[config.mk]
export PLATFORM = sky130hd
export DESIGN_NAME = user_str_arbiter
export DESIGN_NICKNAME = d
export VERILOG_FILES = /design/src/rtl/user_str_arbiter.sv
export SDC_FILE = /design/constraint.sdc
export NUM_CORES = 1
export LEC_CHECK = 0
export ABC_AREA = 1
export BUFFER_PORTS_ARGS = -buffer_cell sky130_fd_sc_hd__buf_4
export CAP_MARGIN = 20
export CORE_AREA = 2 2 161 163
export DETAILED_ROUTE_END_ITERATION = 8
export DIE_AREA = 0 0 163 165
export GPL_TIMING_DRIVEN = 0
export RECOVER_POWER = 25
export SYNTH_ARGS = -nofsm -noshare
export SYNTH_HDL_FRONTEND = slang
export SYNTH_SLANG_ARGS = --single-unit
[constraint.sdc]
create_clock -name i_pcie_clk -period 1.65 [get_ports i_pcie_clk]
set_clock_uncertainty 0.05 [all_clocks]
set_input_delay 0.165 -clock i_pcie_clk [delete_from_list [all_inputs] [get_ports i_pcie_clk]]
set_output_delay 0.165 -clock i_pcie_clk [all_outputs]
set_load 0.05 [all_outputs]
[src/rtl/user_str_arbiter.sv]
`default_nettype none
// ============================================================================
// Module  : user_str_arbiter
// Brief   : Round-robin burst arbiter merging four user output streams onto one
//           64-bit host-bound PCIe stream, configured via the user register bus.
//           Optional beat/backpressure counters built when STR_ARB_STATS_EN is
//           defined.
// Revision: 1.0 - initial release
// ============================================================================
module user_str_arbiter #(
    parameter logic [19:0] BASE_ADDR     = 20'h00100,
    parameter logic [7:0]  BURST_DEFAULT = 8'd16
) (
    input  logic          i_pcie_clk,
    input  logic          i_rst,
    input  logic [19:0]   i_user_addr,
    input  logic [31:0]   i_user_data,
    input  logic          i_user_wr_req,
    input  logic          i_user_rd_req,
    output logic [31:0]   o_user_data,
    output logic          o_user_rd_ack,
    input  logic [3:0]    i_req_valid,
    input  logic [255:0]  i_req_data,
    output logic [3:0]    o_req_ack,
    output logic          o_str_data_valid,
    output logic [63:0]   o_str_data,
    input  logic          i_str_ack
);

    localparam logic [0:0] c_ST_IDLE  = 1'b0;
    localparam logic [0:0] c_ST_GRANT = 1'b1;

    localparam logic [2:0] c_OFF_EN     = 3'd0;
    localparam logic [2:0] c_OFF_BURST  = 3'd1;
    localparam logic [2:0] c_OFF_STATUS = 3'd2;
    localparam logic [2:0] c_OFF_BP     = 3'd7;

    logic [0:0]  r_state, w_state_nxt;
    logic [1:0]  r_g, w_g_nxt;
    logic [1:0]  r_last, w_last_nxt;
    logic [7:0]  r_beat_cnt, w_beat_cnt_nxt;
    logic [7:0]  r_burst_cur, w_burst_cur_nxt;
    logic [3:0]  r_en_mask;
    logic [7:0]  r_burst_len;
    logic        r_rd_ack;
    logic [31:0] r_rd_data;

    logic [3:0]  w_eligible;
    logic [1:0]  w_pick;
    logic        w_found;
    logic        w_granted;
    logic        w_cur_valid;
    logic        w_xfer;
    logic        w_backpressure;
    logic [7:0]  w_beat_inc;
    logic        w_hit;
    logic [2:0]  w_off;
    logic        w_wr;
    logic        w_rd;
    logic [31:0] w_rd_mux;
    logic [3:0][31:0] w_beat_ctr;
    logic [31:0] w_bp_ctr;
    logic        w_unused;

    assign w_unused = ^{i_user_data[31:8], i_user_addr[1:0]};

    assign w_granted      = (r_state == c_ST_GRANT);
    assign w_cur_valid    = i_req_valid[r_g];
    assign w_xfer         = w_granted & w_cur_valid & i_str_ack;
    assign w_backpressure = w_granted & w_cur_valid & ~i_str_ack;
    assign w_eligible     = i_req_valid & r_en_mask;
    assign w_beat_inc     = r_beat_cnt + 8'd1;

    // Rotating priority: first eligible requester after the last one served.
    always_comb begin
        w_pick  = r_last;
        w_found = 1'b0;
        for (int k = 1; k <= 4; k++) begin
            if (!w_found && w_eligible[r_last + 2'(k)]) begin
                w_pick  = r_last + 2'(k);
                w_found = 1'b1;
            end
        end
    end

    // ------------------------------------------------------------------
    // FSM: state register
    // ------------------------------------------------------------------
    always_ff @(posedge i_pcie_clk) begin
        if (i_rst) begin
            r_state     <= c_ST_IDLE;
            r_g         <= 2'd0;
            r_last      <= 2'd3;
            r_beat_cnt  <= 8'd0;
            r_burst_cur <= 8'd0;
        end else begin
            r_state     <= w_state_nxt;
            r_g         <= w_g_nxt;
            r_last      <= w_last_nxt;
            r_beat_cnt  <= w_beat_cnt_nxt;
            r_burst_cur <= w_burst_cur_nxt;
        end
    end

    // ------------------------------------------------------------------
    // FSM: next state
    // ------------------------------------------------------------------
    always_comb begin
        w_state_nxt     = r_state;
        w_g_nxt         = r_g;
        w_last_nxt      = r_last;
        w_beat_cnt_nxt  = r_beat_cnt;
        w_burst_cur_nxt = r_burst_cur;
        case (r_state)
            c_ST_IDLE: begin
                if (w_found) begin
                    w_state_nxt     = c_ST_GRANT;
                    w_g_nxt         = w_pick;
                    w_beat_cnt_nxt  = 8'd0;
                    // Burst length is frozen per grant so mid-burst writes cannot truncate it.
                    w_burst_cur_nxt = r_burst_len;
                end
            end
            c_ST_GRANT: begin
                if (!w_cur_valid) begin
                    w_state_nxt = c_ST_IDLE;
                    w_last_nxt  = r_g;
                end else if (w_xfer) begin
                    w_beat_cnt_nxt = w_beat_inc;
                    if ((r_burst_cur != 8'd0) && (w_beat_inc == r_burst_cur)) begin
                        w_state_nxt = c_ST_IDLE;
                        w_last_nxt  = r_g;
                    end
                end
            end
            default: begin
                w_state_nxt = c_ST_IDLE;
            end
        endcase
    end

    // ------------------------------------------------------------------
    // FSM: outputs (combinational through the grant)
    // ------------------------------------------------------------------
    always_comb begin
        o_req_ack        = 4'b0000;
        o_str_data_valid = w_granted & w_cur_valid;
        case (r_g)
            2'd0:    o_str_data = i_req_data[63:0];
            2'd1:    o_str_data = i_req_data[127:64];
            2'd2:    o_str_data = i_req_data[191:128];
            default: o_str_data = i_req_data[255:192];
        endcase
        if (w_granted && i_str_ack) begin
            o_req_ack[r_g] = 1'b1;
        end
    end

    // ------------------------------------------------------------------
    // Register interface
    // ------------------------------------------------------------------
    assign w_hit = (i_user_addr[19:5] == BASE_ADDR[19:5]);
    assign w_off = i_user_addr[4:2];
    assign w_wr  = i_user_wr_req & w_hit;
    assign w_rd  = i_user_rd_req & w_hit;

    always_ff @(posedge i_pcie_clk) begin
        if (i_rst) begin
            r_en_mask   <= 4'hF;
            r_burst_len <= BURST_DEFAULT;
        end else if (w_wr) begin
            if (w_off == c_OFF_EN) begin
                r_en_mask <= i_user_data[3:0];
            end
            if (w_off == c_OFF_BURST) begin
                r_burst_len <= i_user_data[7:0];
            end
        end
    end

`ifdef STR_ARB_STATS_EN
    for (genvar n = 0; n < 4; n++) begin : g_beat_ctr
        logic [31:0] r_cnt;
        always_ff @(posedge i_pcie_clk) begin
            if (i_rst) begin
                r_cnt <= 32'd0;
            end else if (w_wr && (w_off == 3'(n + 3))) begin
                // Clear wins over a coincident transfer.
                r_cnt <= 32'd0;
            end else if (w_xfer && (r_g == 2'(n))) begin
                r_cnt <= r_cnt + 32'd1;
            end
        end
        assign w_beat_ctr[n] = r_cnt;
    end

    logic [31:0] r_bp_ctr;
    always_ff @(posedge i_pcie_clk) begin
        if (i_rst) begin
            r_bp_ctr <= 32'd0;
        end else if (w_wr && (w_off == c_OFF_BP)) begin
            r_bp_ctr <= 32'd0;
        end else if (w_backpressure) begin
            r_bp_ctr <= r_bp_ctr + 32'd1;
        end
    end
    assign w_bp_ctr = r_bp_ctr;
`else
    assign w_beat_ctr = '0;
    assign w_bp_ctr   = (w_backpressure & 1'b0) ? 32'd1 : 32'd0;
`endif

    always_comb begin
        w_rd_mux = 32'd0;
        case (w_off)
            c_OFF_EN:     w_rd_mux = {28'd0, r_en_mask};
            c_OFF_BURST:  w_rd_mux = {24'd0, r_burst_len};
            c_OFF_STATUS: w_rd_mux = {23'd0, r_state, 2'b00, r_g, 2'b00, r_last};
            3'd3:         w_rd_mux = w_beat_ctr[0];
            3'd4:         w_rd_mux = w_beat_ctr[1];
            3'd5:         w_rd_mux = w_beat_ctr[2];
            3'd6:         w_rd_mux = w_beat_ctr[3];
            default:      w_rd_mux = w_bp_ctr;
        endcase
    end

    always_ff @(posedge i_pcie_clk) begin
        if (i_rst) begin
            r_rd_ack  <= 1'b0;
            r_rd_data <= 32'd0;
        end else begin
            r_rd_ack <= w_rd;
            if (w_rd) begin
                r_rd_data <= w_rd_mux;
            end
        end
    end

    assign o_user_rd_ack = r_rd_ack;
    assign o_user_data   = r_rd_data;

endmodule
`default_nettype wire

==> results of run 1 <==
[synthesized netlist by cell type, types with 8 or more instances]
cell      number  share of area
dfxtp_1       43           0.22
nand2_1      371           0.35
nand4_1       64           0.10
nand3_1       48          0.060
clkbuf_1      32          0.030
o21ai_0       11          0.014
a21oi_1       29          0.036
inv_1         40          0.037
nor2_1        43          0.040
buf_4         23          0.043
o21ai_1        8          0.010
[flip-flops by register name, indices dropped and copies added, names as in the netlist]
signal,cells
o_user_data,9
r_beat_cnt,8
r_burst_cur,8
r_burst_len,8
r_en_mask,4
r_g,2
r_last,2
o_user_rd_ack,1
r_state,1
[routing by layer]
metal	wire [um]	part of all wire	up-vias
met3	2690	0.10	30
met1	10700	0.41	3049
met2	12100	0.46	313
met5	0	0	-
li1	-	-	3271
met4	536	0.021	0
[worst min-delay path: stages]
cell     delay, ns
buf_4         0.08
nand2_1       0.04
nand3_1       0.05
[per-stage QoR]
step | setup WS, ns | total power [W] | TNS [ns]
final | -0.313 | 0.0149 | -19.08
after global routing | -0.422 | 0.0156 | -27.54
after CTS | -0.331 | 0.0141 | -18.72
after detailed placement | -0.578 | 0.0111 | -37.58
after global placement | -0.602 | 0.0111 | -38.23
after floorplan | -0.309 | 0.00750 | -0.928
[power breakdown]
part	switching, W	leakage [nW]	internal [W]
combinational	0.00787	3.76	0.00477
clock	0.000449	0.0658	0.000559
sequential	0.0000847	0.350	0.00115
[what timing repair did]
action / in CTS / in global routing
gates cloned: 1 / 3
buffers inserted: 23 / 11
resized for setup: 153 / 71
endpoints found under the setup margin: 96 / 99
pin swaps: 25 / 21
[cells by family (layout without fill, tap and decap cells)]
family	Yosys count	in the layout	share of synthesized area
adder cells (fa/ha/maj)	1	1	0.00312
XOR/XNOR	4	4	0.0106
AO/OA/AOI/OAI	58	58	0.0787
buffers and inverters	103	518	0.123
flip-flops	43	43	0.215
other	1	23	0.000937
AND/OR/NAND/NOR	539	539	0.569
[worst paths after layout]
check                      start        endpoint  slack [ns]
setup / recovery          r_g[1]  o_str_data[14]       -0.31
hold / removal    i_user_data[4]  r_burst_len[4]        0.03
setup reg to reg          r_g[1]       r_last[0]       -0.25
hold reg to reg   o_user_data[4]  o_user_data[4]        0.41
[layout make-up]
| cell class | count | area (um^2) |
|---|---|---|
| inverters | 43 | 179 |
| fillers | 2720 | 16400 |
| plain buffers | 60 | 653 |
| multi-input cells | 625 | 3010 |
| repair buffers | 407 | 3410 |
| flip-flops and latches | 43 | 867 |
| clock inverters | 3 | 20.0 |
| clock buffers | 5 | 125 |
| well taps | 330 | 413 |
==> results by group, run 1 <==
Placed design
  • I/O Buffers: 369
  • DP HPWL: 21000 um
  • Final GP Congestion: 0.845
  • DP Area: 0.00733 mm^2
  • Dpl cells: 1470

STA
  • Setup violators final: 87
  • Setup repair after global routing missed its margin: true
  • Tcrit/Tclk final: 1.19
  • Worst-Margin Slew: 0.627 ns
  • Final Max Slew Viols: 0
  • Worst slew margin: 0.584
  • Final hold slack: 0.0302 ns
  • Crit path time final: 1.96 ns
  • Final hold viol count: 0
  • Post-route setup slack: -0.313 ns
  • Fmax: 509 MHz

Status
  • Status: finished, violations left
  • Failing checks: setup timing

Floorplanning
  • Row Count: 58
  • Die Y-Extent: 165 um
  • Die X: 163 um
  • Io pins: 419
  • Die area: 0.0269 mm^2
  • Area of the core: 0.0250 mm^2
  • Initial Utilization: 0.160

Critical path
  • Slowest-stage cell, CP: dfxtp_2
  • CP Cell Sequence: buf_6, clkinvlp_4, nor2_4, buf_4, clkbuf_16, nand2_1, nand4_1, buf_6
  • Critical Path RT: 1.43 ns
  • Worst path arrival time: 1.75 ns
  • CP Buf/Inv Count: 5
  • Crit path top cell by count: buf_6
  • Critical Path Sink Type: output port
  • Crit Path Class: reg -> out
  • Startpoint types: flop
  • Critical Path Max Stage Delay: 0.33 ns
  • Crit-path max FO: 10
  • Critical path depth: 8
  • Worst path top cell family by delay: buffers and inverters
  • Reg2reg path depth: 15

Route
  • Post-DRT Antenna Nets: 0
  • Routed wire length per instance: 17.2 um
  • # DRC: 0
  • Final WL: 26000 um
  • Total number of vias: 6663
  • Via density: 4.40
  • DRT Pass-1 Iters: 5
  • Iter 0 DRT Violations: 524

GRT
  • GRT Util Overall: 0.170
  • Global-route wire length before repair: 35000 um
  • Met2 usage in global routing: 0.279
  • Top Usage Layer GRT: met2
  • Antenna violations before repair: 0
  • GRT met1 Usage: 0.222
  • Global route total overflow: 0
  • Grt met3 use: 0.0525
  • Vias in the first global route: 6107
  • Pin count of the biggest net entering global routing: 15

Clock tree
  • H-Tree Depth: 2
  • Root Driver: clkbuf_16
  • CTS buffer count: 5
  • CTS Buffer Depth: 2
  • CTS sink cnt: 43
  • Clock Latency Late Sink: 0.29 ns
  • TritonCTS clock tree: yes
  • Post-CTS Hold Fix Bufs: 0
  • Clk pin slew, worst setup/hold paths: 0.07 ns

Logic synthesis
  • Synth Flop Type: dfxtp_1
  • Post-Synthesis Cell Area: 0.00400 mm^2
  • Cells after Synth: 749
  • Post-synthesis average cell area: 5.35 um^2
  • Fraction of registers with async set/reset: 0
  • Synth unique cells: 30
  • Seq/Total Area, Yosys: 0.215
  • #FFs+latches synth: 43
  • Synth Warn #: 0
  • EDFF count, synth: 0

Layout
  • Commonest non-fill, non-tap cells in the layout: nand2_1, buf_4, buf_6
  • Area grow syn2layout: 117%
  • Non-Filler Instances: 1516
  • Layout Nets: 1503
  • Non-Filler Cell Area, Final: 0.00868 mm^2
  • Diodes inserted: 0
  • Final design utilization: 0.347
  • Fraction of layout cells with a size suffix above 1: 0.454
  • Commonest non-fill, non-tap cell in the layout: nand2_1

Hold path
  • Min-Delay Path Class: in -> reg
  • Hold depth: 3

Pwr
  • Power per cell area: 1710 mW/mm^2
  • Pleak: 4.17 nW
  • Largest vdd supply drop: 0.827 mV

Run
  • Max cap viols: 0
No activity file was read; power rests on OpenSTA's default activity.
==> run 2, diff against run 1 <==
--- a/config.mk
+++ b/config.mk
@@ -5,14 +5,14 @@
 export SDC_FILE = /design/constraint.sdc
 export NUM_CORES = 1
 export LEC_CHECK = 0
-export ABC_AREA = 1
 export BUFFER_PORTS_ARGS = -buffer_cell sky130_fd_sc_hd__buf_4
 export CAP_MARGIN = 20
-export CORE_AREA = 2 2 161 163
+export CORE_AREA = 2 2 164 166
 export DETAILED_ROUTE_END_ITERATION = 8
-export DIE_AREA = 0 0 163 165
+export DIE_AREA = 0 0 166 168
 export GPL_TIMING_DRIVEN = 0
 export RECOVER_POWER = 25
+export SETUP_SLACK_MARGIN = 0.2
 export SYNTH_ARGS = -nofsm -noshare
 export SYNTH_HDL_FRONTEND = slang
 export SYNTH_SLANG_ARGS = --single-unit
==> run 2 against run 1 <==
Effect of this change:
- global-route usage grew 0.36 points
- cell area fell by 1.6%
- first-iteration DRC count decreased by 56%
- maximum frequency is 5.9% lower
- total power fell by 57%
- the flow still finishes with violations (setup timing)
==> results by group, run 2 <==
Status
  • Status: finished, violations left
  • Failing checks: setup timing

GRT
  • Vias in the first global route: 5224
  • GRT Util Overall: 0.174
  • Global-route wire length before repair: 35500 um
  • Antenna violations before repair: 10
  • Global route total overflow: 0
  • Pin count of the biggest net entering global routing: 14

Critical path
  • Crit-path max FO: 3
  • CP Cell Sequence: buf_12, mux4_2, and2b_1, buf_6, nand3_2, or4_4, o22ai_4, mux2i_1
  • Critical Path Sink Type: flop
  • Worst path arrival time: 2.24 ns
  • Slowest-stage cell, CP: or4_4
  • Critical Path RT: 1.81 ns
  • Worst path top cell family by delay: simple AND/OR/NAND/NOR gates
  • CP Buf/Inv Count: 2
  • R2R setup slack: -0.44 ns
  • Startpoint types: flop
  • Crit Path Class: reg -> reg
  • Critical Path Max Stage Delay: 0.46 ns

Clock tree
  • Post-CTS Hold Fix Bufs: 0
  • H-Tree Depth: 2
  • Clock Latency Late Sink: 0.29 ns
  • Clk pin slew, worst setup/hold paths: 0.06 ns
  • CTS buffer count: 5
  • Root Driver: clkbuf_16
  • CTS sink cnt: 43
  • CTS Buffer Depth: 2
  • TritonCTS clock tree: yes

Floorplanning
  • Die X: 166 um
  • Die area: 0.0279 mm^2
  • Area of the core: 0.0264 mm^2
  • Row Count: 60
  • Io pins: 419
  • Initial Utilization: 0.146
  • Die Y-Extent: 168 um

Route
  • # DRC: 0
  • Routed wire length per instance: 22.1 um
  • Via density: 4.42
  • Iter 0 DRT Violations: 233
  • Total number of vias: 5077
  • Post-DRT Antenna Nets: 0
  • DRT Pass-1 Iters: 5
  • Final WL: 25400 um

Layout
  • Max FFs per register: 9
  • Area grow syn2layout: 122%
  • Commonest non-fill, non-tap cells in the layout: buf_4, mux4_2, buf_6
  • Fillers: 2753
  • Non-Filler Instances: 1149
  • Final design utilization: 0.324
  • Non-Filler Cell Area, Final: 0.00854 mm^2
  • Fraction of layout cells with a size suffix above 1: 0.689
  • Layout Nets: 1117
  • Commonest non-fill, non-tap cell in the layout: buf_4

Placed design
  • DP Area: 0.00731 mm^2
  • Final GP Congestion: 0.910
  • I/O Buffers: 367
  • DP HPWL: 21400 um
  • Pre-CTS setup slack: -0.542 ns
  • Dpl cells: 1100

Logic synthesis
  • Yosys top cell area share: 0.381
  • Synth Warn #: 0
  • Synth Flop Type: dfxtp_1
  • Count leader, synth: mux4_2
  • Seq/Total Area, Yosys: 0.224
  • EDFF count, synth: 0
  • Fraction of registers with async set/reset: 0
  • Post-Synthesis Cell Area: 0.00385 mm^2
  • Synth unique cells: 44
  • Post-synthesis average cell area: 10.4 um^2
  • Biggest area consumer among synthesized cells: mux4_2
  • Cells after Synth: 370
  • #FFs+latches synth: 43
  • Area contributors post-synth: mux4_2, dfxtp_1, nor2_1
  • Top cells by instance count after synthesis: mux4_2, nor2_1, dfxtp_1, a21oi_1, buf_4

STA
  • Worst-Margin Slew: 0.795 ns
  • Final Max Slew Viols: 0
  • Worst slew margin: 0.463
  • Setup violators final: 89
  • Crit path time final: 2.09 ns
  • Setup repair after global routing missed its margin: true
  • Tcrit/Tclk final: 1.26
  • Post-route setup slack: -0.436 ns
  • Final hold viol count: 0
  • Fmax: 479 MHz

Pwr
  • Largest vdd supply drop: 0.403 mV
  • Pleak: 3.80 nW
  • Final total power: 0.00638 W
  • Power per cell area: 747 mW/mm^2

Run
  • Max cap viols: 0

Hold path
  • Min-Delay Path Class: in -> reg
==> run 2: worst paths after layout <==
path,startpoint,end,cells past startpoint
setup / recovery,r_g[1],r_last[0],8
hold / removal,i_user_data[6],r_burst_len[6],3
setup reg to reg,r_g[1],r_last[0],8
hold reg to reg,o_user_data[8],o_user_data[8],2
==> run 2: cell families (layout without fill, tap and decap cells) <==
group / count (synthesis) / count (layout) / synth area share
flip-flops: 43 / 43 / 0.224
XOR/XNOR: 11 / 11 / 0.0250
AND/OR/NAND/NOR: 112 / 112 / 0.136
multiplexers: 83 / 83 / 0.427
other: 1 / 31 / 0.000975
adder cells (fa/ha/maj): 1 / 1 / 0.00325
buffers and inverters: 63 / 471 / 0.0869
AO/OA/AOI/OAI: 56 / 56 / 0.0969
==> run 2: layout make-up <==
type / instances / area [um^2] / share of cell area
antenna: 8 / 20.0 / 0.00234
buffer: 53 / 534 / 0.0625
multi-input combinational: 286 / 2900 / 0.339
tap: 341 / 427 / 0.0499
clock inverter: 1 / 8.76 / 0.00103
inverter: 10 / 37.5 / 0.00439
sequential: 43 / 872 / 0.102
timing repair buffer: 400 / 3600 / 0.422
clock buffer: 7 / 143 / 0.0167
==> run 2: worst min-delay path, cell delays in order <==
cell and delay (ns):
buf_4 0.08, mux2i_1 0.05, nor2_1 0.07
==> run 2: metrics by stage <==
| step | hold slack, ns | TNS, ns |
|---|---|---|
| global route | 0.0673 | -33.73 |
| floorplan | 0.259 | -2.02 |
| detailed placement | 0.360 | -27.44 |
| global placement | 0.350 | -27.04 |
| CTS | 0.0642 | -28.04 |
| finish | 0.0641 | -27.46 |
==> run 2: metal layers <==
layer | vias to the layer above | part of all wire | global-route usage
li1 | 2259 | - | -
met1 | 2482 | 0.40 | 0.211
met2 | 299 | 0.46 | 0.270
met3 | 31 | 0.11 | 0.0818
met4 | 6 | 0.022 | 0.0605
met5 | - | 0.0016 | 0
==> run 2: timing repair <==
item / CTS / global route
cloned: 6 / 0
endpoints found under the setup margin: 106 / 109
gates resized for setup: 156 / 19
setup buffers: 21 / 6
pin swaps: 7 / 11
==> run 2: report_power, final <==
part | switching [W] | internal [W]
clock | 0.000407 | 0.000606
sequential | 0.0000261 | 0.00106
combinational | 0.00224 | 0.00204
